==> src/rtl/osnt_sume_tx_pacer_pkg.sv <==
// osnt_sume_tx_pacer_pkg: shared states, widths and tkeep popcount for the TX pacer.
package osnt_sume_tx_pacer_pkg;
  localparam int AXIS_DW = 64;
  localparam int CFG_DW  = 32;
  localparam int CNT_DW  = 64;
  localparam int KEEP_W  = AXIS_DW / 8;
  typedef enum logic [1:0] {IDLE = 2'd0, SEND = 2'd1, GAP = 2'd2, DONE = 2'd3} state_e;
  function automatic logic [CNT_DW-1:0] keep_popcount(input logic [KEEP_W-1:0] keep);
    keep_popcount = '0;
    for (int i = 0; i < KEEP_W; i++) keep_popcount += CNT_DW'(keep[i]);
  endfunction
endpackage

==> src/rtl/osnt_sume_tx_pacer_if.sv <==
// osnt_sume_tx_pacer_if: AXI-Stream bundle with master/slave views.
interface osnt_sume_tx_pacer_if #(parameter int DW = 64);
  logic [DW-1:0]   tdata;
  logic [DW/8-1:0] tkeep;
  logic            tuser;
  logic            tvalid;
  logic            tready;
  logic            tlast;
  modport master (output tdata, tkeep, tuser, tvalid, tlast, input tready);
  modport slave  (input tdata, tkeep, tuser, tvalid, tlast, output tready);
endinterface

==> src/rtl/osnt_sume_tx_pacer_gap_timer.sv <==
// osnt_sume_tx_pacer_gap_timer: loadable down-counter, expires when it reads 1.
module osnt_sume_tx_pacer_gap_timer #(parameter int W = 32) (
  input  logic         clk,
  input  logic         rst_n,
  input  logic         load_i,
  input  logic [W-1:0] load_val_i,
  output logic [W-1:0] value_o,
  output logic         expire_o
);
  logic [W-1:0] cnt_q, cnt_d;
  always_comb cnt_d = load_i ? load_val_i : (cnt_q != '0 ? cnt_q - W'(1) : cnt_q);
  always_ff @(posedge clk or negedge rst_n)
    if (!rst_n) cnt_q <= '0;
    else cnt_q <= cnt_d;
  assign value_o  = cnt_q;
  assign expire_o = cnt_q == W'(1);
endmodule

==> src/rtl/osnt_sume_tx_pacer.sv <==
// osnt_sume_tx_pacer: packet-granular TX gate with inter-packet gap and burst budget.
// Optional OSNT_SUME_TX_PACER_BYTE_STATS_EN adds a tx_byte_count output.
module osnt_sume_tx_pacer
  import osnt_sume_tx_pacer_pkg::*;
#(
  parameter int C_AXIS_DATA_WIDTH  = AXIS_DW,
  parameter int C_S_AXI_DATA_WIDTH = CFG_DW,
  parameter int CNT_WIDTH          = CNT_DW
) (
  input  logic                          axis_aclk,
  input  logic                          axis_resetn,
  osnt_sume_tx_pacer_if.slave           s_axis,
  osnt_sume_tx_pacer_if.master          m_axis,
  input  logic                          enable,
  input  logic                          clear,
  input  logic [C_S_AXI_DATA_WIDTH-1:0] ipg_cycles,
  input  logic [C_S_AXI_DATA_WIDTH-1:0] burst_pkts,
  output logic [CNT_WIDTH-1:0]          pkt_sent_count,
  output logic                          busy
`ifdef OSNT_SUME_TX_PACER_BYTE_STATS_EN
  ,
  output logic [CNT_WIDTH-1:0]          tx_byte_count
`endif
);
  state_e state_q, state_d;
  logic [CNT_WIDTH-1:0] pkt_q, pkt_d;
  logic [C_S_AXI_DATA_WIDTH-1:0] burst_q, burst_d, gap_val;
  logic exhausted, gate, hs, pkt_end, gap_load, gap_expire;
  assign exhausted = (burst_pkts != '0) && (burst_q >= burst_pkts);
  // Reset is folded into the gate so nothing is offered while it is asserted
  assign gate = axis_resetn & ((state_q == SEND) | ((state_q == IDLE) & enable & ~exhausted));
  assign hs   = s_axis.tvalid & m_axis.tready & gate;
  assign m_axis.tdata  = s_axis.tdata;
  assign m_axis.tkeep  = s_axis.tkeep;
  assign m_axis.tuser  = s_axis.tuser;
  assign m_axis.tlast  = s_axis.tlast;
  assign m_axis.tvalid = s_axis.tvalid & gate;
  assign s_axis.tready = m_axis.tready & gate;
  always_comb begin
    state_d = state_q;
    pkt_end = 1'b0;
    case (state_q)
      IDLE: begin
        if (exhausted) state_d = DONE;
        else if (hs & ~s_axis.tlast) state_d = SEND;
        else if (hs) pkt_end = 1'b1;
      end
      SEND: pkt_end = hs & s_axis.tlast;
      GAP:  state_d = (gap_expire || gap_val == '0) ? IDLE : GAP;
      DONE: state_d = (!enable || clear) ? IDLE : DONE;
      default: state_d = IDLE;
    endcase
    if (pkt_end) state_d = (ipg_cycles != '0) ? GAP : IDLE;
    pkt_d   = clear ? '0 : pkt_q + CNT_WIDTH'(pkt_end);
    burst_d = (clear || (state_q == DONE && state_d == IDLE)) ? '0 : burst_q + C_S_AXI_DATA_WIDTH'(pkt_end);
  end
  assign gap_load = pkt_end & (ipg_cycles != '0);
  osnt_sume_tx_pacer_gap_timer #(.W(C_S_AXI_DATA_WIDTH)) u_gap (
    .clk       (axis_aclk),
    .rst_n     (axis_resetn),
    .load_i    (gap_load),
    .load_val_i(ipg_cycles),
    .value_o   (gap_val),
    .expire_o  (gap_expire)
  );
  always_ff @(posedge axis_aclk or negedge axis_resetn)
    if (!axis_resetn) begin
      state_q <= IDLE;
      pkt_q   <= '0;
      burst_q <= '0;
    end else begin
      state_q <= state_d;
      pkt_q   <= pkt_d;
      burst_q <= burst_d;
    end
  assign pkt_sent_count = pkt_q;
  assign busy = (state_q == SEND) | (state_q == GAP);
`ifdef OSNT_SUME_TX_PACER_BYTE_STATS_EN
  logic [CNT_WIDTH-1:0] byte_q;
  always_ff @(posedge axis_aclk or negedge axis_resetn)
    if (!axis_resetn) byte_q <= '0;
    else if (clear) byte_q <= '0;
    else if (hs) byte_q <= byte_q + CNT_WIDTH'(keep_popcount(s_axis.tkeep));
  assign tx_byte_count = byte_q;
`endif
endmodule

==> src/flat_wrapper.sv <==
// flat-port wrapper written by rule: the top's interface ports become plain ports
module osnt_sume_tx_pacer_flat import osnt_sume_tx_pacer_pkg::*;
#(
  parameter int C_AXIS_DATA_WIDTH  = AXIS_DW,
  parameter int C_S_AXI_DATA_WIDTH = CFG_DW,
  parameter int CNT_WIDTH          = CNT_DW
)
  (axis_aclk, axis_resetn, enable, clear, ipg_cycles, burst_pkts, pkt_sent_count, busy, s_axis_tdata, s_axis_tkeep, s_axis_tuser, s_axis_tvalid, s_axis_tlast, s_axis_tready, m_axis_tdata, m_axis_tkeep, m_axis_tuser, m_axis_tvalid, m_axis_tlast, m_axis_tready);
  osnt_sume_tx_pacer_if #(.DW(64)) s_axis_i ();
  osnt_sume_tx_pacer_if #(.DW(64)) m_axis_i ();
  input  logic axis_aclk;
  input  logic axis_resetn;
  input  logic enable;
  input  logic clear;
  input  logic [C_S_AXI_DATA_WIDTH-1:0] ipg_cycles;
  input  logic [C_S_AXI_DATA_WIDTH-1:0] burst_pkts;
  output logic [CNT_WIDTH-1:0] pkt_sent_count;
  output logic busy;
  input wire logic [$bits(s_axis_i.tdata)-1:0] s_axis_tdata;
  input wire logic [$bits(s_axis_i.tkeep)-1:0] s_axis_tkeep;
  input wire logic [$bits(s_axis_i.tuser)-1:0] s_axis_tuser;
  input wire logic [$bits(s_axis_i.tvalid)-1:0] s_axis_tvalid;
  input wire logic [$bits(s_axis_i.tlast)-1:0] s_axis_tlast;
  output wire logic [$bits(s_axis_i.tready)-1:0] s_axis_tready;
  output wire logic [$bits(m_axis_i.tdata)-1:0] m_axis_tdata;
  output wire logic [$bits(m_axis_i.tkeep)-1:0] m_axis_tkeep;
  output wire logic [$bits(m_axis_i.tuser)-1:0] m_axis_tuser;
  output wire logic [$bits(m_axis_i.tvalid)-1:0] m_axis_tvalid;
  output wire logic [$bits(m_axis_i.tlast)-1:0] m_axis_tlast;
  input wire logic [$bits(m_axis_i.tready)-1:0] m_axis_tready;
  assign s_axis_i.tdata = s_axis_tdata;
  assign s_axis_i.tkeep = s_axis_tkeep;
  assign s_axis_i.tuser = s_axis_tuser;
  assign s_axis_i.tvalid = s_axis_tvalid;
  assign s_axis_i.tlast = s_axis_tlast;
  assign s_axis_tready = s_axis_i.tready;
  assign m_axis_tdata = m_axis_i.tdata;
  assign m_axis_tkeep = m_axis_i.tkeep;
  assign m_axis_tuser = m_axis_i.tuser;
  assign m_axis_tvalid = m_axis_i.tvalid;
  assign m_axis_tlast = m_axis_i.tlast;
  assign m_axis_i.tready = m_axis_tready;
  osnt_sume_tx_pacer #(.C_AXIS_DATA_WIDTH(C_AXIS_DATA_WIDTH), .C_S_AXI_DATA_WIDTH(C_S_AXI_DATA_WIDTH), .CNT_WIDTH(CNT_WIDTH)) u_core (.axis_aclk(axis_aclk), .axis_resetn(axis_resetn), .s_axis(s_axis_i), .m_axis(m_axis_i), .enable(enable), .clear(clear), .ipg_cycles(ipg_cycles), .burst_pkts(burst_pkts), .pkt_sent_count(pkt_sent_count), .busy(busy));
endmodule
==> config.mk <==
export PLATFORM = sky130hd
export DESIGN_NAME = osnt_sume_tx_pacer_flat
export DESIGN_NICKNAME = d
export VERILOG_FILES = /design/src/rtl/osnt_sume_tx_pacer_pkg.sv /design/src/rtl/osnt_sume_tx_pacer_if.sv /design/src/rtl/osnt_sume_tx_pacer_gap_timer.sv /design/src/rtl/osnt_sume_tx_pacer.sv /design/src/flat_wrapper.sv
export SDC_FILE = /design/constraint.sdc
export NUM_CORES = 1
export LEC_CHECK = 0
export CORE_MARGIN = 4
export CORE_UTILIZATION = 32
export CTS_CLUSTER_DIAMETER = 120
export CTS_CLUSTER_SIZE = 28
export DETAILED_ROUTE_END_ITERATION = 12
export GPL_TIMING_DRIVEN = 1
export PLACE_DENSITY = 0.69
export SKIP_LAST_GASP = 1
export SYNTH_ARGS = -nofsm -noshare
export SYNTH_HDL_FRONTEND = slang
export SYNTH_SLANG_ARGS = --single-unit
==> constraint.sdc <==
create_clock -name axis_aclk -period 4.37 [get_ports axis_aclk]
set_clock_uncertainty 0.2 [all_clocks]
set_input_delay 0.874 -clock axis_aclk [delete_from_list [all_inputs] [get_ports axis_aclk]]
set_output_delay 0.874 -clock axis_aclk [all_outputs]
set_load 0.01 [all_outputs]
Word level (Yosys, flattened, before mapping)
Index checks and enable logic that the tools add are counted.
{"block": "op_classes", "n_addsub": 3, "order_cmp": 1, "n_eq_ne": 4, "muxes": 15, "n_bitwise": 14, "reduce_logical": 13}
{"operator": "$mux 32", "n": 3}
{"operator": "$reduce_bool 32->1", "n": 3}
{"operator": "$add 64x1->64", "n": 1}
{"operator": "$mux 64", "n": 1}
{"operator": "$add 32x1->32", "n": 1}
{"operator": "$eq 32x1->1 const B", "n": 1}
{"operator": "$ge 32x32->1", "n": 1}
{"operator": "$logic_not 32->1", "n": 1}
{"operator": "$sub 32x1->32 const B", "n": 1}
{"operator": "$mux 2", "n": 6}
{"operator": "$and 1x1->1", "n": 10}
{"operator": "$pmux 2 s3", "n": 1}
{"operator": "$eq 2x2->1 const B", "n": 2}
{"operator": "$logic_not 2->1", "n": 2}
{"operator": "$logic_or 1x1->1", "n": 3}
{"operator": "$mux 1", "n": 3}
{"operator": "$eq 2x1->1 const B", "n": 1}
{"operator": "$logic_and 1x1->1", "n": 2}
{"operator": "$not 1->1", "n": 2}
{"operator": "$or 1x1->1", "n": 2}
{"operator": "$pmux 1 s2", "n": 1}
{"operator": "$reduce_bool 2->1", "n": 1}
{"operator": "$logic_not 1->1", "n": 1}
{"block": "totals", "ff_bits": 130, "in_bits": 144, "out_inout_bits": 141, "word_cells": 54}

Depth between registers and ports, before layout
Gate-level depths: netlist of run 1.
{"block": "depth", "ltp_word": 16, "depth_mapped": 18, "ltp_nobuf": 16}

Modules after synthesis
A second synthesis of run 1 with hierarchy kept.
{"block": "hier_totals", "cells_unflattened": 933, "area_unflattened_um2": 8607.0}
{"module": "osnt_sume_tx_pacer", "instances": 1, "cells_per_inst": 729, "area_per_inst_um2": 6573.8}
{"module": "osnt_sume_tx_pacer_gap_timer", "instances": 1, "cells_per_inst": 204, "area_per_inst_um2": 2033.2}

Worst setup path after synthesis of run 1
No wires, ideal clock.
{"block": "synth_timing", "path_type": "input -> register", "from": "input port burst_pkts[0]", "to": "register u_core.pkt_q[63] (netlist: u_core.pkt_sent_count[63])", "setup_time_ns": 0.132, "arrival_ns": 4.332, "required_ns": 4.038, "slack_ns": -0.294, "cell_stages": 16, "n_path_buf": 1, "cell_sequence": "ha_1 nand2b_1 a2111o_1 a32o_1 o21ai_0 nand3_1 inv_1 ha_1 nand2_1 nor4_1 and2_1 buf_2 nand2_1 or4_1 xor2_1 nor2_1"}
{"block": "synth_via", "elab_chain_len": 13, "word_cells_on_any_way": 16, "classes_between": "add/sub (1); order compare (1); mux (5); bitwise (7); reduce/logical (2)"}
{"item": "from (decl)", "line_no": "flat_wrapper.sv:16", "source": "input logic [C_S_AXI_DATA_WIDTH-1:0] burst_pkts;"}
{"item": "$ge 32x32->1 / $reduce_bool 32->1 (equally long branches)", "line_no": "osnt_sume_tx_pacer.sv:29", "source": "assign exhausted = (burst_pkts != '0) && (burst_q >= burst_pkts);"}
{"item": "$logic_and 1x1->1 (*)", "line_no": "osnt_sume_tx_pacer.sv:29"}
{"item": "$not 1->1", "line_no": "osnt_sume_tx_pacer.sv:31", "source": "assign gate = axis_resetn & ((state_q == SEND) | ((state_q == IDLE) & enable & ~exhausted));"}
{"item": "$and 1x1->1", "line_no": "osnt_sume_tx_pacer.sv:31"}
{"item": "$or 1x1->1", "line_no": "osnt_sume_tx_pacer.sv:31"}
{"item": "$and 1x1->1", "line_no": "osnt_sume_tx_pacer.sv:31"}
{"item": "$and 1x1->1", "line_no": "osnt_sume_tx_pacer.sv:32", "source": "assign hs = s_axis.tvalid & m_axis.tready & gate;"}
{"item": "$mux 1 / $and 1x1->1 (equally long branches)", "line_no": "osnt_sume_tx_pacer.sv:46, osnt_sume_tx_pacer.sv:45"}
{"item": "$mux 1", "line_no": "osnt_sume_tx_pacer.sv:45", "source": "else if (hs & ~s_axis.tlast) state_d = SEND;"}
{"item": "$mux 1", "line_no": "osnt_sume_tx_pacer.sv:44", "source": "if (exhausted) state_d = DONE;"}
{"item": "$pmux 1 s2 (*)", "line_no": "osnt_sume_tx_pacer.sv:42", "source": "case (state_q)"}
{"item": "$add 64x1->64 (*)", "line_no": "osnt_sume_tx_pacer.sv:54", "source": "pkt_d = clear ? '0 : pkt_q + CNT_WIDTH'(pkt_end);"}
{"item": "$mux 64 (*)", "line_no": "osnt_sume_tx_pacer.sv:54"}
{"item": "named net u_core.pkt_d[63]", "line_no": "osnt_sume_tx_pacer.sv:26", "source": "logic [CNT_WIDTH-1:0] pkt_q, pkt_d;"}
{"item": "to (signal assigned)", "line_no": "osnt_sume_tx_pacer.sv:73", "source": "pkt_q <= pkt_d;"}
{"item": "to (decl)", "line_no": "osnt_sume_tx_pacer.sv:26"}
Mark *: on every way through the listed nets, which the timed path passes. The rest lies on a longest branch.
A chain may end at the register's enable or synchronous reset.

Worst setup path after layout of run 1
{"block": "layout_timing", "from": "input port burst_pkts[18]", "to": "output port m_axis_tvalid"}
{"block": "layout_via", "elab_chain_len": 7, "word_cells_on_any_way": 8, "classes_between": "order compare (1); bitwise (5); reduce/logical (2)"}
{"item": "$ge 32x32->1 / $reduce_bool 32->1 (equally long branches)", "line_no": "osnt_sume_tx_pacer.sv:29"}
{"item": "$logic_and 1x1->1 (*)", "line_no": "osnt_sume_tx_pacer.sv:29"}
{"item": "$not 1->1 (*)", "line_no": "osnt_sume_tx_pacer.sv:31"}
{"item": "$and 1x1->1 (*)", "line_no": "osnt_sume_tx_pacer.sv:31"}
{"item": "$or 1x1->1 (*)", "line_no": "osnt_sume_tx_pacer.sv:31"}
{"item": "$and 1x1->1 (*)", "line_no": "osnt_sume_tx_pacer.sv:31"}
{"item": "$and 1x1->1 (*)", "line_no": "osnt_sume_tx_pacer.sv:37", "source": "assign m_axis.tvalid = s_axis.tvalid & gate;"}
{"item": "to (decl)", "line_no": "flat_wrapper.sv:28", "source": "output wire logic [$bits(m_axis_i.tvalid)-1:0] m_axis_tvalid;"}
Every way passes the cells marked *; elsewhere a longest branch is shown, timed or not.

==> run_results.csv, run 1 <==
group,metric,value,unit
layout,drive_gt1_share,11.8,%
synth,synth_area_leaders,"dfrtp_1, buf_4, ha_1",
drt,ant_nets,0,
worst_setup_path,r2r_cells,16,
drt,drt-vias-per-instance,5.00,
drt,drtIter0Drc,334,
min_path,hp-start,"u_core.pkt_sent_count[30]$_DFF_PN0_",
synth,synthAdderAreaFrac,6.38,%
worst_setup_path,r2r-start,"u_core.burst_q[0]$_DFF_PN0_",
drt,num_vias,6945,
layout,fillers,2576,
global_route,grt_pass1_wl,36.0,mm
placement,post_dp_cell_area,9940,um2
synth,synthMuxAreaShare,1.04,%
clock_tree,worstSkewPairLatency,0.42,ns
drt,drc,0,
placement,numPortBuffers,138,
worst_setup_path,startpoint_type,"primary input",
worst_setup_path,reg2reg_slack,0.61,ns
synth,synth_top_family_by_area,"simple AND/OR/NAND/NOR gates",
placement,dp_hpwl,16.0,mm
floorplanning,start_util,32.5,%
layout,nets,1230,
pwr,seqPwrFrac,43.5,%
layout,fin_area,10700,um2
pwr,combPwrFrac,14.0,%
worst_setup_path,path_class,"in2out",
timing,tightest_slew,1.02,ns
worst_setup_path,cp-end-kind,"output pin",
global_route,grt_pass1_vias,7157,
drt,drt-pass1-iter-count,4,
min_path,hold_path_class,"reg2reg",
synth,yosys_warnings,0,
clock_tree,clkTransAtPathRegs,0.06,ns
worst_setup_path,required,3.30,ns
min_path,hold_depth,2,
pwr,p_leak,0.00443,uW
global_route,track_usage,15.2,%
pwr,powerDensity,323,nW/um2
layout,diodes,0,
timing,relSlewSlack,31.9,%
synth,yosysMostFrequentCell,"dfrtp_1",
min_path,hold_end,"u_core.pkt_sent_count[30]$_DFF_PN0_",
timing,fmax,0.233,GHz
clock_tree,clk_path_buf_depth,2,
synth,synth-main-ff-cell,"dfrtp_1",
clock_tree,cts_buffers,17,
worst_setup_path,path_max_fanout,3,
synth,syn_nets,1129,
timing,finalHoldViolations,0,
synth,ys_seq_elements,130,
synth,synth_area,8440,um2
global_route,antenna_found_initial,0,
worst_setup_path,worstPathArrival,3.21,ns
synth,synthXorXnorAreaFrac,11.4,%
timing,fin_crit,4.28,ns
synth,synth_cells,942,
worst_setup_path,rr_endpoint,"u_core.pkt_sent_count[63]$_DFF_PN0_",
synth,ys_seq_area_share,38.5,%
synth,async_flop_share,100,%
synth,syn_avg_cell_area,8.96,um2
clock_tree,root_buffer,"clkbuf_16",
timing,setup_violations,0,
synth,synth-compound-area-share,7.28,%
placement,gp_congestion,0.858,
floorplanning,fp.dieArea,29000,um2
timing,rsz0062_at_grt,"yes",
clock_tree,cts_hold_buffers,0,
floorplanning,die_y,170,um
synth,yosysTopAreaCell,"dfrtp_1",
synth,synth_cell_types,55,
pwr,ir_drop,217,uV
pwr,p_clk_share,42.5,%
job,cap_viol_max_count,0,
timing,slew_violations,0,
global_route,grt_overflow,0,
pwr,p_sw_share,27.1,%
timing,finalCritPeriodShare,98.0,%
floorplanning,ioPinCount,285,
floorplanning,fp.dieW,170,um
clock_tree,cts.htree.levels,4,
floorplanning,rows,59,
synth,post-synth-top-area-fraction,38.5,%
status,outcome,"complete, no violations",
timing,hold_ws,0.369,ns
global_route,grt_max_degree,133,
floorplanning,core_area,26000,um2
pwr,intPower,2510,uW
drt,drt_wl_total,22.0,mm
synth,synth-simple-area-share,24.9,%
clock_tree,cts_tree,"built",
pwr,switching_power,935,uW
synth,synth_enable_flop_cells,0,
drt,wl_per_cell,15.8,um
layout,area_growth,26.4,%
synth,synth_common_cells,"dfrtp_1, nor2_1, nand2_1",
clock_tree,cts.sinks,130,
kinds of logic after synthesis:
kind of cell	count (synthesis)
AO/OA/AOI/OAI	97
XOR/XNOR	110
adder cells (fa/ha/maj)	43
buffers and inverters	154
flip-flops	130
multiplexers	8
AND/OR/NAND/NOR	400
per-layer routing:
| layer | GRT usage [%] | vias up | wire [um] |
|---|---|---|---|
| met3 | 3.88 | 26 | 975 |
| met5 | 0 | - | 0 |
| met4 | 3.92 | 0 | 294 |
| met2 | 25.7 | 157 | 10900 |
| met1 | 19.5 | 3361 | 9800 |
| li1 | - | 3401 | - |
critical path: stages:
cell and delay, ns:
clkdlybuf4s50_1 0.50, inv_2 0.05, ha_4 0.25, nand4_1 0.14
or4_4 0.61, o21ba_4 0.27, o21ai_4 0.06, a31oi_4 0.23
nor2_1 0.07, buf_2 0.14
power groups by stage:
stage	clock (uW)	combinational [uW]	sequential, uW
finish	1470	482	1500
detailed placement	0	483	1520
global placement	0	469	1510
CTS	1500	486	1500
global route	1560	547	1530
floorplan	0	385	1480
worst max-delay path by stage:
| stage | from | end | slack (ns) | cells after the start |
|---|---|---|---|---|
| after global routing | burst_pkts[13] | u_core.pkt_sent_count[48]$_DFF_PN0_ | -0.02 | 18 |
| after global placement | burst_pkts[25] | m_axis_tvalid | -0.48 | 10 |
| after detailed placement | burst_pkts[29] | m_axis_tvalid | -0.52 | 10 |
| after CTS | burst_pkts[29] | m_axis_tvalid | 0.009 | 10 |
| final | burst_pkts[18] | m_axis_tvalid | 0.09 | 10 |
| after floorplan | burst_pkts[0] | u_core.pkt_sent_count[63]$_DFF_PN0_ | 0.03 | 16 |
state kept, by name, indices dropped and copies added, names as in the netlist:
signal	count
u_core.pkt_sent_count	64
u_core.burst_q	32
u_core.u_gap.value_o	32
u_core.state_q	2
cell type report:
type                            count  area [um2]  share of cell area, %
Clock buffer                       19         443                   4.15
Clock inverter                     12         160                   1.50
Tap cell                          335         419                   3.93
Multi-Input combinational cell    658        4440                   41.6
Timing Repair Buffer              191        1780                   16.7
Inverter                           45         169                   1.58
Sequential cell                   130        3250                   30.5
placed cells by master (no fill, tap or decap), drive strengths merged, types with 4 or more instances in the layout:
master         count
clkdlybuf4s50    130
dfrtp            130
nor2              91
nand2             79
xor2              58
buf               57
xnor2             52
nand3             45
inv               45
ha                43
nor3              36
o21ai             30
nor4              30
nand4             27
and3              27
a21oi             26
clkbuf            19
o31ai             15
nor3b             11
or4               11
and4              10
or3               10
and2               8
mux2               6
a211oi             5
clkinv             5
nand2b             4
a21o               4
clkinvlp           4
through the flow:
step | utilization [%] | TNS [ns] | total power, uW | worst slack (ns) | std cells
after floorplan | - | 0 | 1870 | 0.0318 | 942
after global placement | 38.3 | -15.90 | 1980 | -0.480 | 1358
after detailed placement | 38.3 | -22.32 | 2000 | -0.522 | 1358
after CTS | 40.7 | 0 | 3490 | 0.00949 | 1389
after global routing | 41.0 | -0.0600 | 3630 | -0.0189 | 1390
final | 41.0 | 0 | 3450 | 0.0854 | 1390
repair_timing:
| action | CTS | global route |
|---|---|---|
| pin swaps | 1 | 8 |
| setup buffers | 0 | 1 |
| setup endpoints to repair | 6 | 45 |
| gates resized for setup | 15 | 20 |
Power figures use the tool's default switching activity.
==> run 2: changes to the inputs <==
- TNS_END_PERCENT: unset -> 5
==> run 2 against run 1 <==
Net effect:
- utilization is 0.25 points lower
- sequential share of layout area is 0.19 points higher
- count of clock-buffer cells in the layout stayed put
- global-route usage stayed put
- via count is 0.76% lower
- largest power group unchanged
- largest cell class unchanged
- critical path type unchanged
- design area is 0.61% lower
- sequential power hardly changed
- power is 0.11% lower
- clock power hardly changed
- non-clock buffer count is 1 lower
==> run_results.csv, run 2 (synthesis gave the netlist of run 1 again) <==
group,metric,value,unit
clock_tree,root_buffer,"clkbuf_16",
worst_setup_path,path_max_fanout,3,
layout,final_cell_mix,"clkdlybuf4s50_1, dfrtp_1, nor2_1",
pwr,p_total,3450,uW
worst_setup_path,reg2reg_slack,0.60,ns
worst_setup_path,startpoint_type,"primary input",
worst_setup_path,rr_endpoint,"u_core.pkt_sent_count[63]$_DFF_PN0_",
worst_setup_path,cp-end-kind,"output pin",
worst_setup_path,startpoint,"burst_pkts[17]",
layout,fin_util,40.8,%
global_route,antenna_found_initial,0,
layout,area.sequential,3250,um2
drt,ant_nets,0,
worst_setup_path,r2r-start,"u_core.burst_q[0]$_DFF_PN0_",
drt,drtIter0Drc,356,
timing,fin_crit,4.31,ns
clock_tree,cts.htree.levels,4,
clock_tree,worstSkewPairLatency,0.42,ns
min_path,hp-start,"u_core.pkt_sent_count[30]$_DFF_PN0_",
worst_setup_path,crit_path_end,"m_axis_tvalid",
layout,multi_input_area,4390,um2
timing,fmax,0.232,GHz
clock_tree,cts_tree,"built",
timing,relSlewSlack,32.0,%
timing,rsz0062_at_grt,"yes",
timing,finalHoldViolations,0,
pwr,ir_drop,217,uV
global_route,grt_overflow,0,
global_route,track_usage,15.2,%
floorplanning,rows,59,
floorplanning,ioPinCount,285,
layout,fillers,2589,
layout,area_growth,25.6,%
min_path,hold_path_class,"reg2reg",
clock_tree,cts_setup_buffers,0,
floorplanning,fp.dieW,170,um
drt,drt-vias-per-instance,4.96,
drt,num_vias,6892,
placement,post_dp_cell_area,9940,um2
placement,numPortBuffers,138,
global_route,grt_pass1_wl,36.0,mm
worst_setup_path,worstPathArrival,3.24,ns
clock_tree,clkTransAtPathRegs,0.06,ns
drt,wl_per_cell,15.7,um
floorplanning,die_y,170,um
floorplanning,fp.dieArea,29000,um2
pwr,p_leak,0.00440,uW
placement,gp_congestion,0.858,
drt,drc,0,
pwr,powerDensity,325,nW/um2
floorplanning,start_util,32.5,%
global_route,grt_pass1_vias,7157,
timing,tightest_slew,1.02,ns
status,outcome,"complete, no violations",
layout,diodes,0,
worst_setup_path,r2r_cells,16,
floorplanning,core_area,26000,um2
timing,finalCritPeriodShare,98.6,%
layout,drive_gt1_share,10.9,%
placement,dp_hpwl,16.0,mm
clock_tree,cts_hold_buffers,0,
worst_setup_path,required,3.30,ns
layout,fin_area,10600,um2
timing,slew_violations,0,
clock_tree,cts.sinks,130,
layout,nets,1229,
job,cap_viol_max_count,0,
drt,drt-pass1-iter-count,5,
timing,setup_violations,0,
layout,largest_reg_flops,64,
global_route,grt_max_degree,133,
drt,drt_wl_total,21.8,mm
layout,instances_no_fill,1389,
clock_tree,cts_buffers,17,
worst_setup_path,path_class,"in2out",
placement,dpl.cell_count,1358,
layout,final_common_cell,"clkdlybuf4s50_1",
clock_tree,clk_path_buf_depth,2,
## run 2: cell types whose count changed in the layout (fill, tap and decap cells not counted), moves of 3 or more
| cell | before | now |
|---|---|---|
| dlymetal6s2s_1 | 3 | 0 |
| inv_2 | 4 | 1 |
| inv_1 | 41 | 44 |
| clkdlybuf4s50_1 | 130 | 133 |
| ha_1 | 38 | 41 |
| ha_4 | 4 | 1 |
## run 2: stage by stage
stage,worst slack [ns],TNS (ns),hold WS (ns)
after floorplan,0.0318,0,0.338
after global placement,-0.480,-15.90,0.340
after detailed placement,-0.522,-22.32,0.360
after CTS,0.00949,0,0.373
after global routing,-0.0428,-0.292,0.411
final,0.0595,0,0.367
## run 2: per-layer routing
metal	share of wire [%]	vias up	track usage [%]
li1	-	3395	-
met1	45	3325	19.5
met2	50	149	25.7
met3	4.5	23	3.88
met4	1.2	0	3.92
met5	0	-	0
## run 2: area by class of cell
cell class | count | area share, %
clock buffer | 19 | 4.18
tap | 335 | 3.95
inverter | 45 | 1.59
sequential | 130 | 30.7
timing repair buffer | 190 | 16.7
clock inverter | 12 | 1.51
multi-input combinational | 658 | 41.4
## run 2: worst min-delay path by stage
stage,depth (start not counted),end
global route,2,u_core.pkt_sent_count[53]$_DFF_PN0_
finish,2,u_core.pkt_sent_count[30]$_DFF_PN0_
detailed placement,2,u_core.pkt_sent_count[30]$_DFF_PN0_
CTS,2,u_core.pkt_sent_count[30]$_DFF_PN0_
global placement,2,u_core.pkt_sent_count[19]$_DFF_PN0_
floorplan,2,u_core.u_gap.value_o[19]$_DFFE_PN0P_
## run 2: report_power, final
group | leakage, uW | internal [uW] | switching, uW | total [uW]
combinational | 0.00240 | 260 | 218 | 478
sequential | 0.00172 | 1340 | 158 | 1500
clock | 0.000281 | 911 | 556 | 1470
## run 2: critical path, stage by stage
cell and delay [ns]:
clkdlybuf4s50_1 0.48, inv_1 0.05, ha_1 0.29, nand4_1 0.15
or4_4 0.61, o21ba_4 0.27, o21ai_4 0.06, a31oi_4 0.23
nor2_1 0.07, buf_2 0.14
## run 2: what timing repair did
action / CTS / global route
pin swaps: 1 / 3
setup endpoints to repair: 6 / 45
gates resized for setup: 15 / 8
